[config.mk]
export PLATFORM = sky130hd
export DESIGN_NAME = prog_loader
export DESIGN_NICKNAME = d
export VERILOG_FILES = /design/src/rtl/prog_loader.sv
export SDC_FILE = /design/constraint.sdc
export NUM_CORES = 1
export LEC_CHECK = 0
export ABC_CLOCK_PERIOD_IN_PS = 2000
export CORE_ASPECT_RATIO = 0.8
export CORE_MARGIN = 2
export CORE_UTILIZATION = 52
export CTS_BUF_LIST = sky130_fd_sc_hd__clkbuf_8
export DETAILED_ROUTE_END_ITERATION = 7
export GPL_TIMING_DRIVEN = 1
export PLACE_DENSITY = 0.78
export SLEW_MARGIN = 20
export SYNTH_ARGS = -nofsm -noshare
export SYNTH_HDL_FRONTEND = slang
export SYNTH_SLANG_ARGS = --single-unit
export TNS_END_PERCENT = 30
[constraint.sdc]
create_clock -name clk -period 2 [get_ports clk]
set_input_delay 0.2 -clock clk [delete_from_list [all_inputs] [get_ports clk]]
set_output_delay 0.2 -clock clk [all_outputs]
set_load 0.02 [all_outputs]
[src/rtl/prog_loader.sv]
// prog_loader: host byte stream -> program memory writer.
// Receives a header byte N, then N big-endian instruction words, and writes them
// to consecutive program-memory addresses from 0. The core is held in reset
// (cpu_hold) until a complete image has been loaded successfully.
// Optional feature macro PROG_LOADER_CHECKSUM_EN: when defined, a trailing
// checksum byte (XOR of header and payload) is verified before releasing the core;
// when undefined, no checksum byte is expected and err is constant 0.
module prog_loader #(
    parameter int PC_WIDTH  = 8,
    parameter int IRWidth   = 16,
    parameter int DataWidth = 8
) (
    input  logic                 clk,
    input  logic                 res,
    input  logic                 start,
    input  logic [DataWidth-1:0] in_data,
    input  logic                 in_valid,
    output logic                 in_ready,
    output logic                 mem_wr_en,
    output logic [PC_WIDTH-1:0]  mem_wr_adr,
    output logic [IRWidth-1:0]   mem_wr_data,
    output logic                 cpu_hold,
    output logic                 busy,
    output logic                 done,
    output logic                 err
);

    typedef enum logic [2:0] {
        S_IDLE,
        S_HDR,
        S_HI,
        S_LO,
        S_WRITE,
        S_DONE
`ifdef PROG_LOADER_CHECKSUM_EN
        ,
        S_CHK,
        S_ERR
`endif
    } state_e;

    state_e                 state_q, state_d;
    logic [DataWidth-1:0]   count_q, count_d;
    logic [PC_WIDTH-1:0]    adr_q, adr_d;
    logic [IRWidth-1:0]     data_q, data_d;
    logic                   hold_q, hold_d;
    logic                   busy_q, busy_d;
    logic                   done_q, done_d;
`ifdef PROG_LOADER_CHECKSUM_EN
    logic [DataWidth-1:0]   csum_q, csum_d;
    logic                   err_q, err_d;
`endif

    // Next-state and Moore outputs derived from the current state.
    // NOTE: every _d and output gets a default before the case, so no path leaves a
    // signal unassigned and no latch is inferred.
    always_comb begin
        state_d   = state_q;
        count_d   = count_q;
        adr_d     = adr_q;
        data_d    = data_q;
        hold_d    = hold_q;
        busy_d    = busy_q;
        done_d    = done_q;
`ifdef PROG_LOADER_CHECKSUM_EN
        csum_d    = csum_q;
        err_d     = err_q;
`endif
        in_ready  = 1'b0;
        mem_wr_en = 1'b0;

        case (state_q)
            S_HDR: begin
                in_ready = 1'b1;
                if (in_valid) begin
                    count_d = in_data;
`ifdef PROG_LOADER_CHECKSUM_EN
                    csum_d  = in_data;
`endif
                    if (in_data == '0) begin
`ifdef PROG_LOADER_CHECKSUM_EN
                        state_d = S_CHK;
`else
                        state_d = S_DONE;
                        done_d  = 1'b1;
                        hold_d  = 1'b0;
                        busy_d  = 1'b0;
`endif
                    end else begin
                        state_d = S_HI;
                    end
                end
            end
            S_HI: begin
                in_ready = 1'b1;
                if (in_valid) begin
                    data_d[IRWidth-1:DataWidth] = in_data;
`ifdef PROG_LOADER_CHECKSUM_EN
                    csum_d = csum_q ^ in_data;
`endif
                    state_d = S_LO;
                end
            end
            S_LO: begin
                in_ready = 1'b1;
                if (in_valid) begin
                    data_d[DataWidth-1:0] = in_data;
`ifdef PROG_LOADER_CHECKSUM_EN
                    csum_d = csum_q ^ in_data;
`endif
                    state_d = S_WRITE;
                end
            end
            S_WRITE: begin
                // Write strobe lasts exactly this one cycle with the current adr/data.
                mem_wr_en = 1'b1;
                adr_d     = adr_q + PC_WIDTH'(1);
                count_d   = count_q - DataWidth'(1);
                if (count_q == DataWidth'(1)) begin
`ifdef PROG_LOADER_CHECKSUM_EN
                    state_d = S_CHK;
`else
                    state_d = S_DONE;
                    done_d  = 1'b1;
                    hold_d  = 1'b0;
                    busy_d  = 1'b0;
`endif
                end else begin
                    state_d = S_HI;
                end
            end
`ifdef PROG_LOADER_CHECKSUM_EN
            S_CHK: begin
                in_ready = 1'b1;
                if (in_valid) begin
                    busy_d = 1'b0;
                    if (in_data == csum_q) begin
                        state_d = S_DONE;
                        done_d  = 1'b1;
                        hold_d  = 1'b0;
                    end else begin
                        state_d = S_ERR;
                        err_d   = 1'b1;
                    end
                end
            end
`endif
            default: begin
                // IDLE, DONE and ERR: wait for a start pulse to begin a fresh load.
                if (start) begin
                    state_d = S_HDR;
                    done_d  = 1'b0;
                    adr_d   = '0;
                    busy_d  = 1'b1;
                    hold_d  = 1'b1;
`ifdef PROG_LOADER_CHECKSUM_EN
                    err_d   = 1'b0;
                    csum_d  = '0;
`endif
                end
            end
        endcase
    end

    // State and datapath registers; reset abandons any partial image and holds the core.
    // NOTE: sequential state uses non-blocking assignments so all registers update
    // together from the values computed before the edge.
    always_ff @(posedge clk or posedge res) begin
        if (res) begin
            state_q <= S_IDLE;
            count_q <= '0;
            adr_q   <= '0;
            data_q  <= '0;
            hold_q  <= 1'b1;
            busy_q  <= 1'b0;
            done_q  <= 1'b0;
`ifdef PROG_LOADER_CHECKSUM_EN
            csum_q  <= '0;
            err_q   <= 1'b0;
`endif
        end else begin
            state_q <= state_d;
            count_q <= count_d;
            adr_q   <= adr_d;
            data_q  <= data_d;
            hold_q  <= hold_d;
            busy_q  <= busy_d;
            done_q  <= done_d;
`ifdef PROG_LOADER_CHECKSUM_EN
            csum_q  <= csum_d;
            err_q   <= err_d;
`endif
        end
    end

    assign mem_wr_adr  = adr_q;
    assign mem_wr_data = data_q;
    assign cpu_hold    = hold_q;
    assign busy        = busy_q;
    assign done        = done_q;
`ifdef PROG_LOADER_CHECKSUM_EN
    assign err         = err_q;
`else
    assign err         = 1'b0;
`endif

endmodule

==> reports/results.md, run 1 <==
Global routing
- **via count of the first global-routing pass** 1548
- **wire length of the first global-routing pass** 7560 um
- **global route overflow** 0
- **maximum number of pins on one net before global-route repair** 39
- **initial antenna violation count** 0
- **GRT Total Usage** 0.242

Final layout
- **number of cells in the finished layout apart from fillers** 273
- **final design utilization** 0.736
- **area overhead of the layout relative to synthesis** 34.2%
- **fraction of final layout cells with drive strength greater than 1** 0.225
- **final-layout fill cell count** 250
- **total area of multi-input combinational cells** 862 um^2
- **final instance area** 2540 um^2
- **Sequential Area** 952 um^2
- **Antenna diodes** 0
- **number of nets in the layout** 245

Run status
- **result of the run** completed

Route
- **Post-Route WL** 4430 um
- **initial DRC count** 96
- **met1 routed wirelength after detailed routing** 2020 um
- **metal3 WL** 244 um
- **routed via count** 1578
- **remaining number of nets flagged by the antenna check after routing** 0
- **highest layer used for signal routing** met4
- **remaining design rule violation count** 0
- **drt first pass iters** 4
- **routed len/inst** 16.2 um
- **detailed-routed wire length on met2** 2120 um
- **drt via density** 5.78

Floorplan
- **number of primary I/O pins** 42
- **vertical extent of the die** 57.9 um
- **die span in x** 71.4 um
- **floorplan row count** 19
- **area of the core** 3450 um^2
- **die footprint** 4140 um^2
- **Starting Density** 0.548

Clock network
- **clock tree from TritonCTS** yes
- **quantity of hold-fixing buffers added after cts** 0
- **number of levels in the clock H-tree** 2
- **cell at the root of the clock tree** sky130_fd_sc_hd__clkbuf_8
- **Skew-Pair Late Insertion Delay** 290 ps
- **clock-pin slew reported for the worst setup and hold paths after clock tree synthesis** 70 ps
- **clock sink count** 38
- **TritonCTS buffer count** 5
- **maximum buffer depth of the clock tree** 2

Logic synthesis
- **register bit total from synthesis** 38
- **post-synthesis mux area share** 0.106
- **compound-cell area share of the yosys netlist** 0.161
- **syn_area_per_cell** 10.7 um^2
- **cell count after synthesis** 176
- **number of flops mapped to enable cells by yosys** 0
- **sequential share of the synthesized area** 0.504
- **simple-gate share of the synthesized area** 0.144
- **net count of the mapped netlist** 191
- **post-synthesis cell area** 1890 um^2
- **ys flop type** sky130_fd_sc_hd__dfrtp_1
- **largest family of logic cells by synthesized area** compound AO/OA/AOI/OAI gates
- **adder-cell share of the synthesized area** 0.0258
- **post-synth cell types** 48
- **synthesized-area fraction occupied by xor and xnor cells** 0.00927
- **Syn. warnings** 0
- **fraction of registers with async set/reset** 1.00

STA
- **fin crit share** 0.951
- **fmax** 526 MHz
- **clock skew** 4.00 ps
- **final setup vio count** 0
- **unrepaired setup endpoints after global routing** no
- **Max Slew Vio Count** 0
- **number of hold-slack violations in the final timing report** 0
- **Final min period** 1900 ps
- **TNS Setup** 0 ps

Power
- **leakage power** 1.11 nW
- **Pwr Total** 3.74 mW
- **Worst VDD drop** 0.944 mV
- **Power per Cell Area** 1470 nW/um^2

Flow run
- **number of maximum-capacitance violations** 0

Critical path
- **element type at the critical path end** output port
- **required arrival time at the worst endpoint** 1800 ps
- **top fanout value on the critical path** 10
- **type of the setup path with the least slack** reg2out
- **arrival time worst endpoint** 1700 ps
- **critical path launch point type** flip-flop

Placed design
- **estimated wirelength of the detail-placed design** 3250 um
- **I/O Buffers** 40
- **Post-DP Area** 2410 um^2
- **dpl cells** 265
- **Final GP Congestion** 0.843

Min path
- **worst hold-check path type** in2async

flip-flops by register name, indices dropped and copies added (netlist names):
register     count
count_q          8
state_q          3
busy             1
cpu_hold         1
mem_wr_data     16
done             1
mem_wr_adr       8
cells in the final DEF, fill, tap and decap left out, types with 2 or more instances in the layout:
| master | count |
|---|---|
| sky130_fd_sc_hd__a211o_1 | 2 |
| sky130_fd_sc_hd__a211oi_1 | 3 |
| sky130_fd_sc_hd__a21oi_1 | 5 |
| sky130_fd_sc_hd__a22oi_1 | 2 |
| sky130_fd_sc_hd__and3_1 | 2 |
| sky130_fd_sc_hd__buf_4 | 17 |
| sky130_fd_sc_hd__clkbuf_8 | 8 |
| sky130_fd_sc_hd__clkdlybuf4s50_1 | 39 |
| sky130_fd_sc_hd__dfrtp_1 | 37 |
| sky130_fd_sc_hd__ha_1 | 3 |
| sky130_fd_sc_hd__inv_1 | 9 |
| sky130_fd_sc_hd__mux2_2 | 16 |
| sky130_fd_sc_hd__mux2i_1 | 2 |
| sky130_fd_sc_hd__nand2_1 | 13 |
| sky130_fd_sc_hd__nand3_1 | 5 |
| sky130_fd_sc_hd__nor2_1 | 11 |
| sky130_fd_sc_hd__nor3_1 | 3 |
| sky130_fd_sc_hd__o2111ai_1 | 2 |
| sky130_fd_sc_hd__o211a_1 | 3 |
| sky130_fd_sc_hd__o21ai_0 | 12 |
| sky130_fd_sc_hd__o31ai_1 | 2 |
| sky130_fd_sc_hd__or3_1 | 2 |
| sky130_fd_sc_hd__or3b_2 | 2 |
| sky130_fd_sc_hd__or4_1 | 5 |
repair_timing:
action / in CTS / in global routing
gates resized for setup: 1 / 3
buffers inserted: 0 / 0
setup endpoints to repair: 1 / 2
layer usage:
layer  vias up  GRT usage
li1        749          -
met1       778      0.337
met2        47      0.372
met3         4     0.0661
met4         0     0.0836
met5         -          0
final timing paths:
path                       slack, ps  cells past startpoint              to            from
hold reg to reg                  510                      1  mem_wr_data[4]  mem_wr_data[4]
hold / removal                   310                      3   mem_wr_adr[0]             res
max in group asynchronous       1340                      3        cpu_hold             res
min in group clk                 510                      1  mem_wr_data[4]  mem_wr_data[4]
setup reg to reg                 160                      4            busy      count_q[3]
setup / recovery                 100                      4        in_ready      state_q[1]
cells by family (layout without fill, tap and decap cells):
group	count (synthesis)	after routing
mux	18	18
fa+ha+maj	4	4
xor+xnor	2	2
compound gates	43	43
buf+inv	19	74
other cells	1	1
simple gates	51	51
flops	38	38
report_power, final:
part	total, mW	switching, mW	internal [mW]
Clock	0.603	0.255	0.348
Sequential	1.31	0.225	1.08
Combinational	1.82	0.914	0.910
synth_stat cells (all sizes together) (2+ instances only):
cell type | instances | share of area
o211a | 3 | 0.016
or2 | 2 | 0.0079
nor2 | 12 | 0.024
or3b | 3 | 0.014
buf | 6 | 0.022
o41ai | 2 | 0.0093
o21ai | 13 | 0.034
dfrtp | 37 | 0.49
clkbuf | 4 | 0.0079
or3 | 2 | 0.0066
a21oi | 5 | 0.013
and3 | 2 | 0.0066
inv | 9 | 0.018
o2111ai | 2 | 0.0093
mux2 | 16 | 0.095
nor3 | 4 | 0.013
o31ai | 2 | 0.0079
a211oi | 3 | 0.012
ha | 3 | 0.020
nand2 | 13 | 0.026
or4 | 5 | 0.020
nand3 | 5 | 0.013
mux2i | 2 | 0.011
a211o | 2 | 0.0093
a22oi | 2 | 0.0079
layout make-up:
| type | instances | share of cell area |
|---|---|---|
| repair buffers | 57 | 0.208 |
| flip-flops and latches | 38 | 0.375 |
| multi-input cells | 119 | 0.340 |
| clock buffers | 8 | 0.0434 |
| inverters | 9 | 0.0133 |
| well taps | 42 | 0.0207 |
critical path, stage by stage (launching register included):
cell and delay, ps:
sky130_fd_sc_hd__dfrtp_1 410, sky130_fd_sc_hd__buf_4 190, sky130_fd_sc_hd__nor2_2 220, sky130_fd_sc_hd__nor2_1 60
sky130_fd_sc_hd__clkdlybuf4s50_1 530
per-stage QoR:
step,setup slack (ps),hold WS [ps]
after floorplan,295,316
after global placement,63.2,472
after detailed placement,27.1,492
after CTS,13.1,334
after global routing,1.31,370
final,98.6,310
Note: power is estimated with default switching activity, not from simulation.
==> run 2: changes to the inputs <==
--- a/config.mk
+++ b/config.mk
@@ -6,13 +6,14 @@
 export NUM_CORES = 1
 export LEC_CHECK = 0
 export ABC_CLOCK_PERIOD_IN_PS = 2000
+export CAP_MARGIN = 20
 export CORE_ASPECT_RATIO = 0.8
-export CORE_MARGIN = 2
 export CORE_UTILIZATION = 52
 export CTS_BUF_LIST = sky130_fd_sc_hd__clkbuf_8
 export DETAILED_ROUTE_END_ITERATION = 7
 export GPL_TIMING_DRIVEN = 1
 export PLACE_DENSITY = 0.78
+export REMOVE_ABC_BUFFERS = 1
 export SLEW_MARGIN = 20
 export SYNTH_ARGS = -nofsm -noshare
 export SYNTH_HDL_FRONTEND = slang
==> run 2 against run 1 <==
  * Critical path depth up 2
  * Largest power group unchanged
  * Maximum frequency shrank 0.51%
  * Flip-flop and latch count is the same
  * Setup slack worse by 9.8 ps
  * Clock skew grew 3.1 ps
  * Wire length is 7.4% higher
  * Sequential power hardly changed
  * Register-to-register slack lost 70 ps
  * Clock power rose by 4.1%
  * Clock-buffer cell count is 3 lower
==> reports/results.md, run 2 (same netlist as run 1, synthesis figures left out) <==
STA
- **Max Slew Vio Count** 0
- **clock skew** 7.13 ps
- **final setup vio count** 0
- **TNS Setup** 0 ps
- **Worst Tran Pin Value** 568 ps
- **tightest slew margin relative to the limit** 0.621
- **number of hold-slack violations in the final timing report** 0
- **post-route worst hold slack** 257 ps
- **Final min period** 1910 ps
- **fmax** 523 MHz
- **fin crit share** 0.956

Final layout
- **total area of multi-input combinational cells** 865 um^2
- **area overhead of the layout relative to synthesis** 35.6%
- **Sequential Area** 952 um^2
- **most common cell after layout, fill and taps aside** sky130_fd_sc_hd__clkdlybuf4s50_1
- **number of nets in the layout** 247
- **fraction of final layout cells with drive strength greater than 1** 0.223
- **final-layout fill cell count** 238
- **top library cells by usage in the layout, fill and taps aside** 39 x sky130_fd_sc_hd__clkdlybuf4s50_1, 37 x sky130_fd_sc_hd__dfrtp_1, 18 x sky130_fd_sc_hd__buf_4
- **flip-flop count of the largest register after layout** 16
- **Antenna diodes** 0
- **final design utilization** 0.744

Critical path
- **Crit path max-delay family** compound AO/OA/AOI/OAI gates
- **required arrival time at the worst endpoint** 2180 ps
- **instance count on the critical path** 6
- **critical register-to-register path endpoint** busy
- **critical path launch point type** flip-flop
- **Critical path destination** busy
- **arrival time worst endpoint** 2090 ps
- **type of the setup path with the least slack** reg2reg
- **critical-path cell with the highest stage delay** sky130_fd_sc_hd__or3b_2
- **Setup crit start** count_q[1]
- **sequence of cells on the critical path** inv_1, ha_1, or3b_2, o21ai_2, o41ai_2, a211o_1
- **longest individual stage delay on the worst path** 460 ps
- **worst reg-to-reg setup slack** 90 ps
- **worst r2r path cells** 6
- **top fanout value on the critical path** 4
- **critical register-to-register path startpoint** count_q[1]
- **element type at the critical path end** flip-flop
- **CP bufs+invs** 1

Floorplan
- **die span in x** 69.4 um
- **die footprint** 3880 um^2
- **area of the core** 3450 um^2
- **floorplan row count** 19
- **vertical extent of the die** 55.9 um
- **number of primary I/O pins** 42
- **Starting Density** 0.548

Global routing
- **via count of the first global-routing pass** 1602
- **global route overflow** 0
- **GRT Total Usage** 0.260
- **maximum number of pins on one net before global-route repair** 27
- **wire length of the first global-routing pass** 7760 um
- **initial antenna violation count** 0

Route
- **initial DRC count** 111
- **routed len/inst** 17.3 um
- **remaining number of nets flagged by the antenna check after routing** 0
- **Post-Route WL** 4750 um
- **drt first pass iters** 5
- **routed via count** 1651
- **remaining design rule violation count** 0
- **drt via density** 6.00

Clock network
- **clock-pin slew reported for the worst setup and hold paths after clock tree synthesis** 70 ps
- **maximum buffer depth of the clock tree** 2
- **TritonCTS buffer count** 5
- **clock sink count** 38
- **clock tree from TritonCTS** yes
- **Skew-Pair Late Insertion Delay** 290 ps
- **number of levels in the clock H-tree** 2
- **cell at the root of the clock tree** sky130_fd_sc_hd__clkbuf_8

Run status
- **result of the run** completed

Power
- **Worst VDD drop** 0.951 mV
- **leakage power** 1.13 nW
- **Power per Cell Area** 1480 nW/um^2

Placed design
- **I/O Buffers** 40
- **estimated wirelength of the detail-placed design** 3470 um
- **Final GP Congestion** 0.955

Min path
- **worst hold-check path type** in2async

Flow run
- **number of maximum-capacitance violations** 0

-- run 2: cell count changes in the layout (fill, tap and decap cells not counted) --
cell / delta
sky130_fd_sc_hd__clkbuf_8: -3
sky130_fd_sc_hd__inv_1: +2
sky130_fd_sc_hd__buf_12: +1
sky130_fd_sc_hd__buf_4: +1
sky130_fd_sc_hd__bufinv_16: +1
sky130_fd_sc_hd__nor2_1: +1
sky130_fd_sc_hd__nor2_2: -1
sky130_fd_sc_hd__nor3_1: -1
sky130_fd_sc_hd__nor3_2: +1
sky130_fd_sc_hd__o311ai_0: -1
sky130_fd_sc_hd__o311ai_1: +1
-- run 2: worst register-to-register path, stage by stage (launching register included) --
cell and delay [ps]:
sky130_fd_sc_hd__dfrtp_1 430, sky130_fd_sc_hd__inv_1 100, sky130_fd_sc_hd__ha_1 130, sky130_fd_sc_hd__or3b_2 460, sky130_fd_sc_hd__o21ai_2 210, sky130_fd_sc_hd__o41ai_2 150, sky130_fd_sc_hd__a211o_1 310
-- run 2: worst min path at each step --
| stage | endpoint | depth (start not counted) |
|---|---|---|
| after CTS | done | 2 |
| after detailed placement | count_q[7] | 1 |
| after floorplan | count_q[5] | 2 |
| after global routing | mem_wr_adr[5] | 2 |
| final | done | 2 |
| after global placement | count_q[7] | 1 |
-- run 2: power breakdown --
group          internal, mW  leakage, nW  switching [mW]
clock                 0.363       0.0607           0.265
sequential             1.08        0.466           0.249
combinational         0.919        0.605           0.913
-- run 2: layout make-up --
| type | count | area share |
|---|---|---|
| clock inverters | 3 | 0.0146 |
| flip-flops and latches | 38 | 0.371 |
| repair buffers | 59 | 0.216 |
| inverters | 9 | 0.0132 |
| well taps | 42 | 0.0205 |
| clock buffers | 5 | 0.0268 |
| multi-input cells | 119 | 0.337 |
-- run 2: routing by layer --
layer | vias to the layer above | wire length [um] | GRT usage | part of all wire
li1 | 762 | - | - | -
met1 | 817 | 2170 | 0.365 | 0.46
met2 | 60 | 2240 | 0.397 | 0.47
met3 | 12 | 279 | 0.0634 | 0.059
met4 | 0 | 73 | 0.0933 | 0.015
met5 | - | 0 | 0 | 0
-- run 2: what timing repair did --
action	CTS	global route
setup endpoints to repair	1	5
gates resized for setup	1	4
buffers inserted	0	0
hold buffers	0	0
-- run 2: per-stage QoR --
| step | setup slack [ps] | area, um^2 | total power [mW] | cells |
|---|---|---|---|---|
| global placement | 57.6 | 2440 | 3.05 | 267 |
| CTS | 36.8 | 2550 | 3.76 | 275 |
| detailed placement | 4.10 | 2440 | 3.12 | 267 |
| global route | -3.43 | 2560 | 3.99 | 275 |
| finish | 88.8 | 2560 | 3.79 | 275 |
| floorplan | -52.6 | 1830 | 2.32 | 166 |
==> run 3: changes to the inputs <==
--- a/config.mk
+++ b/config.mk
@@ -12,6 +12,7 @@
 export CTS_BUF_LIST = sky130_fd_sc_hd__clkbuf_8
 export DETAILED_ROUTE_END_ITERATION = 7
 export GPL_TIMING_DRIVEN = 1
+export HOLD_SLACK_MARGIN = 0.1
 export PLACE_DENSITY = 0.78
 export REMOVE_ABC_BUFFERS = 1
 export SLEW_MARGIN = 20
==> results of run 3 <==
Final layout, timing and power as in run 2 (identical DEF).
